## src/rtl/mem_stage_ctrl.sv

```systemverilog
// mem_stage_ctrl -- memory-stage sequencer for the 8-bit nRisc datapath.
//   Purpose : takes one load/store at a time from execute (valid/ready), drives
//             the data memory bank strobes for one cycle, waits MEM_LATENCY
//             cycles for load data and returns it to writeback as a 1-cycle pulse.
//   Latency : store occupies 2 cycles (accept + ACCESS); load returns wb_valid in
//             cycle 2+MEM_LATENCY after the accept edge, ready again one cycle later.
//   Backpressure: req_ready is high only in IDLE; requests presented while busy
//             are ignored until the block returns to IDLE.
//
// Ports:
//   clock, reset                        rising-edge clock, async active-high reset
//   req_valid/req_ready                 request handshake from execute stage
//   req_write/req_addr/req_wdata/req_rd request fields (captured on accept)
//   mem_read/mem_write/mem_addr/mem_wdata/mem_rdata   data memory bank port
//   wb_valid/wb_rd/wb_data              load result pulse to writeback
//   busy                                high whenever not IDLE
//
// Optional feature macro: MEM_STAGE_BYPASS_EN
//   When defined, a one-entry record of the most recent store (address, data)
//   lets a load to the same address complete from the record without touching
//   the memory bank (IDLE -> RESP directly).

module mem_stage_ctrl #(
  parameter int MEM_LATENCY = 1,
  parameter int REG_W       = 3
) (
  input  logic             clock,
  input  logic             reset,
  input  logic             req_valid,
  output logic             req_ready,
  input  logic             req_write,
  input  logic [7:0]       req_addr,
  input  logic [7:0]       req_wdata,
  input  logic [REG_W-1:0] req_rd,
  output logic             mem_read,
  output logic             mem_write,
  output logic [7:0]       mem_addr,
  output logic [7:0]       mem_wdata,
  input  logic [7:0]       mem_rdata,
  output logic             wb_valid,
  output logic [REG_W-1:0] wb_rd,
  output logic [7:0]       wb_data,
  output logic             busy
);

  // Elaboration-time guard on the latency range the 3-bit counter supports.
  if (MEM_LATENCY < 1 || MEM_LATENCY > 7) begin : g_bad_latency
    $error("mem_stage_ctrl: MEM_LATENCY must be in 1..7");
  end

  // Counter starts at MEM_LATENCY-1 so that the count-0 cycle is exactly the
  // cycle in which mem_rdata is valid (cycle 1+MEM_LATENCY after accept).
  localparam logic [2:0] LAT_INIT = 3'(MEM_LATENCY - 1);

  typedef enum logic [1:0] {
    S_IDLE   = 2'd0,
    S_ACCESS = 2'd1,
    S_WAIT   = 2'd2,
    S_RESP   = 2'd3
  } state_t;

  state_t             state_q,   state_d;
  logic               write_q,   write_d;
  logic [7:0]         addr_q,    addr_d;
  logic [7:0]         wdata_q,   wdata_d;
  logic [REG_W-1:0]   rd_q,      rd_d;
  logic [2:0]         cnt_q,     cnt_d;
  logic [7:0]         wb_data_q, wb_data_d;
  logic [REG_W-1:0]   wb_rd_q,   wb_rd_d;

  logic accept;
  logic bypass_hit;

  assign accept = req_valid && (state_q == S_IDLE);

`ifdef MEM_STAGE_BYPASS_EN
  // Record of the last accepted store. Only reset clears it.
  logic       rec_vld_q,  rec_vld_d;
  logic [7:0] rec_addr_q, rec_addr_d;
  logic [7:0] rec_data_q, rec_data_d;

  assign bypass_hit = !req_write && rec_vld_q && (rec_addr_q == req_addr);

  always_comb begin
    rec_vld_d  = rec_vld_q;
    rec_addr_d = rec_addr_q;
    rec_data_d = rec_data_q;
    if (accept && req_write) begin
      rec_vld_d  = 1'b1;
      rec_addr_d = req_addr;
      rec_data_d = req_wdata;
    end
  end

  always_ff @(posedge clock or posedge reset) begin
    if (reset) begin
      rec_vld_q  <= 1'b0;
      rec_addr_q <= 8'h00;
      rec_data_q <= 8'h00;
    end else begin
      rec_vld_q  <= rec_vld_d;
      rec_addr_q <= rec_addr_d;
      rec_data_q <= rec_data_d;
    end
  end
`else
  assign bypass_hit = 1'b0;
`endif

  // Next-state and datapath register updates.
  always_comb begin
    state_d   = state_q;
    write_d   = write_q;
    addr_d    = addr_q;
    wdata_d   = wdata_q;
    rd_d      = rd_q;
    cnt_d     = cnt_q;
    wb_data_d = wb_data_q;
    wb_rd_d   = wb_rd_q;

    unique case (state_q)
      S_IDLE: begin
        if (accept) begin
          write_d = req_write;
          addr_d  = req_addr;
          wdata_d = req_wdata;
          rd_d    = req_rd;
          if (bypass_hit) begin
`ifdef MEM_STAGE_BYPASS_EN
            // Load satisfied from the store record: result is ready in cycle 1.
            wb_data_d = rec_data_q;
`endif
            wb_rd_d   = req_rd;
            state_d   = S_RESP;
          end else begin
            state_d = S_ACCESS;
          end
        end
      end

      S_ACCESS: begin
        if (write_q) begin
          state_d = S_IDLE;
        end else begin
          cnt_d   = LAT_INIT;
          state_d = S_WAIT;
        end
      end

      S_WAIT: begin
        if (cnt_q == 3'd0) begin
          wb_data_d = mem_rdata;
          wb_rd_d   = rd_q;
          state_d   = S_RESP;
        end else begin
          cnt_d = cnt_q - 3'd1;
        end
      end

      S_RESP: begin
        state_d = S_IDLE;
      end

      default: begin
        state_d = S_IDLE;
      end
    endcase
  end

  always_ff @(posedge clock or posedge reset) begin
    if (reset) begin
      state_q   <= S_IDLE;
      write_q   <= 1'b0;
      addr_q    <= 8'h00;
      wdata_q   <= 8'h00;
      rd_q      <= '0;
      cnt_q     <= 3'd0;
      wb_data_q <= 8'h00;
      wb_rd_q   <= '0;
    end else begin
      state_q   <= state_d;
      write_q   <= write_d;
      addr_q    <= addr_d;
      wdata_q   <= wdata_d;
      rd_q      <= rd_d;
      cnt_q     <= cnt_d;
      wb_data_q <= wb_data_d;
      wb_rd_q   <= wb_rd_d;
    end
  end

  // Outputs decode from registered state only, so there is no combinational
  // path from req_valid to the memory strobes, and reset drops them at once.
  assign req_ready = (state_q == S_IDLE);
  assign busy      = (state_q != S_IDLE);
  assign mem_read  = (state_q == S_ACCESS) && !write_q;
  assign mem_write = (state_q == S_ACCESS) &&  write_q;
  assign mem_addr  = addr_q;
  assign mem_wdata = wdata_q;
  assign wb_valid  = (state_q == S_RESP);
  assign wb_rd     = wb_rd_q;
  assign wb_data   = wb_data_q;

endmodule
```

## config.mk

```make
export PLATFORM = sky130hd
export DESIGN_NAME = mem_stage_ctrl
export DESIGN_NICKNAME = d
export VERILOG_FILES = /design/src/rtl/mem_stage_ctrl.sv
export SDC_FILE = /design/constraint.sdc
export NUM_CORES = 1
export LEC_CHECK = 0
export ABC_AREA = 0
export BUFFER_PORTS_ARGS = -buffer_cell sky130_fd_sc_hd__buf_2
export CAP_MARGIN = 5
export CORE_MARGIN = 4
export CORE_UTILIZATION = 47
export DETAILED_ROUTE_END_ITERATION = 8
export MAX_ROUTING_LAYER = met4
export PLACE_DENSITY = 0.89
export SLEW_MARGIN = 40
export SYNTH_ARGS = -nofsm -noshare
export SYNTH_HDL_FRONTEND = slang
export SYNTH_SLANG_ARGS = --single-unit
export TNS_END_PERCENT = 1
```

## constraint.sdc

```tcl
create_clock -name clock -period 1.7 [get_ports clock]
set_input_delay 0.17 -clock clock [delete_from_list [all_inputs] [get_ports clock]]
set_output_delay 0.17 -clock clock [all_outputs]
set_load 0.01 [all_outputs]
```

==> impl_results.md <==
- Clk Tree Root Cell: clkbuf_4
- 1st-pass router iterations: 4
- Achievable frequency: 620.4 MHz
- Largest net degree at the start of global routing: 37
- CTS max path bufs: 2
- Die W: 64.57 um
- Cell-internal power: 2178 uW
- Hold Path End: wb_data[2]
- Net Count, Synth: ~130
- Net switching power: approximately 1200 uW
- DR DRC count: 0
- Most used flip-flop cell after synthesis: dfrtp_1
- Sink Count: 36
- Final period util: 0.9482
- WP buf/inv: 0
- Dpl cells: 204
- Final HPWL from detailed placement: roughly 2.2 mm
- IO Count: between 60 and 70
- GRT Util Overall: 0.1655
- Post-synth ARST share: 1.000
- Skew-Pair Late Insertion Delay: about 0.34 ns
- Outcome: finished, final reports clean
- Maximum vdd drop: 0.8227 mV
- Setup CP Type: flop to flop
- Crit path DAT: 1.84 ns
- GRT Residual Overflow: 0
- Seq pwr share: 0.447
- Most frequent cells in the layout: 62 x buf_2, 36 x dfrtp_1, 18 x mux2_1, 10 x mux2_4
- Synthesized area per cell: 15.04 um2
- Area delta synth->final: 27.54%
- Crit Path Max Fanout: 21
- Reg-to-Reg End: mem_addr[6]
- Comb power frac: 0.428
- Sw Share: 0.3473
- # port buffers: 62
- Clock slew at reported path FFs: ~0.10 ns
- Initial core utilization: 0.4926
- Seq/Total Area, Yosys: 0.5990
- Fin crit period: 1.612 ns
- HP Class: primary input to flop
- R2R cell count: 3
- CTS H-Tree Depth: 2
- PwrDens: roughly 1700 mW/mm2
- Num rows: 20
- Final Non-Filler Cells: 212
- Final Max Slew Viols: 0
- Number of flops mapped to enable cells by yosys: 0
- Max-cap violations: 0
- Vias in the first global route: approximately 1.1k
- Worst stage delay on the critical path: roughly 0.52 ns
- Fraction of layout cells with a size suffix above 1: 0.5179
- Vias/cell: 4.882
- Worst-margin pin slew: between 0.4 and 0.5 ns
- DR iter-0 viols: 58
- Synth Cell Area: 0.001504 mm2
- Critical Path Start Type: flop
- Setup violators final: 0
- Warnings, synthesis: 0
- Routed Antenna Nets: 0
- Final WL: 3.014 mm
- Data required, critical path: about 1.9 ns
- Commonest non-fill, non-tap cell in the layout: buf_2
- Per-cell routed wire length: about 14 um
- RSZ-0062 raised after global routing: false
- RD Place Congestion: ~0.75
- Placed instance area: 0.001851 mm2
- Worst setup EP type: flop
- First-pass GRT wire length: roughly 5 mm
- TritonCTS clock tree: done
- Clk pwr share: 0.125
- Final net count: approximately 200
- Vert. Die Dim: roughly 65 um
- Depth of the worst hold-timing path: 2
- WHS: 0.04075 ns
- Fin Clk Skew: approximately 0.0053 ns
- Die Area: 0.004169 mm2
- Final instance area: between 0.0015 and 0.002 mm2
- Leakage power: approximately 0.00096 uW
- R2R setup slack: a little under 0.09 ns
- Total number of vias: just over 1k
- Yosys reg bits: 36
- Crit-path cells: nor2_2, and2_4, mux2_2
- # diodes: 0
- Total CTS buffers: 5
- Family with the most delay on the worst path: simple AND/OR/NAND/NOR gates
- CP max stage cell: dfrtp_1
- Max-slew headroom: 0.7054
- Netlist cell types: 23
- Antenna violations before repair: 0
- Cells after synthesis: 100
- Total power: around 3300 uW
- Core region area: just over 0.003 mm2
- Hold Fails Final Rpt: 0
- Hold Path Origin: mem_rdata[2]
- Setup tns final: 0 ns
logic make-up (layout without fill, tap and decap cells):
kind of cell,Yosys count,in the layout,synth area share
multiplexers,31,31,0.2571
AND/OR/NAND/NOR,15,15,0.06573
flip-flops,36,36,0.5990
AO/OA/AOI/OAI,7,7,0.02662
adder cells (fa/ha/maj),2,2,0.01664
buffers and inverters,9,77,0.03494
layer usage:
| layer | up-vias | global-route usage | wire length, um |
|---|---|---|---|
| met5 | - | - | 0 |
| met4 | 0 | 0.07916 | 65 |
| met3 | 7 | 0.05893 | 278 |
| met2 | 59 | 0.2655 | 1467 |
| met1 | 490 | 0.1843 | 1203 |
| li1 | 479 | - | - |
sequential cells by signal, indices dropped and copies added (netlist names), named ones only:
signal,cells
cnt_q,3
mem_addr,8
mem_wdata,8
rd_q,3
state_q,1
wb_data,8
wb_rd,3
write_q,1
area by class of cell:
| type | instances | area [um2] |
|---|---|---|
| fill | 245 | 1135 |
| sequential | 36 | 900.9 |
| multi-input combinational | 55 | 558.0 |
| timing repair buffer | 65 | 339.1 |
| tap | 44 | 55.05 |
| clock buffer | 6 | 41.29 |
| inverter | 5 | 18.77 |
| clock inverter | 1 | 5.005 |
through the flow:
stage	utilization	setup WS, ns
2_1_floorplan	-	0.2286
3_3_place_gp	0.6061	0.1658
3_5_place_dp	0.6061	0.05729
4_1_cts	0.6246	0.04421
5_1_grt	0.6283	0.01433
6_report	0.6283	0.08806
what timing repair did:
item | CTS | global route
hold endpoints to repair | 36 | 0
hold buffers | 1 | 0
setup buffers | 0 | 0
endpoints found under the setup margin | 0 | 11
gates resized for setup | 0 | 2
synth_stat cells, types with 2 or more instances:
cell type / n / area share
mux2_1: 18 / 0.13
and4_1: 2 / 0.012
nor3_1: 2 / 0.0067
nand2b_1: 3 / 0.012
nor2_2: 2 / 0.0083
ha_1: 2 / 0.017
mux2_2: 3 / 0.022
mux2_4: 10 / 0.10
inv_1: 5 / 0.012
buf_6: 2 / 0.015
dfrtp_1: 36 / 0.60
a21oi_1: 4 / 0.013
how the worst max path moves through the flow:
stage                        endpoint  slack [ns]  cells past startpoint
after floorplan            wb_data[0]        0.23                      6
after detailed placement   wb_data[1]        0.06                      6
after global routing       wb_data[1]        0.01                      6
final                     mem_addr[6]        0.09                      3
after global placement    mem_addr[6]        0.17                      3
after CTS                  wb_data[1]        0.04                      6
worst register-to-register path, cell delays in order, from the launching register on:
cell	delay, ns
dfrtp_1	0.52
nor2_2	0.22
and2_4	0.38
mux2_2	0.39
power by group through the flow:
stage	combinational [uW]	sequential, uW	clock, uW
finish	1430	1490	418
global route	1560	1550	471
CTS	1450	1490	433
detailed placement	1450	1500	0
global placement	1390	1470	0
floorplan	788	1620	0
Note: power is estimated with default switching activity, not from simulation.
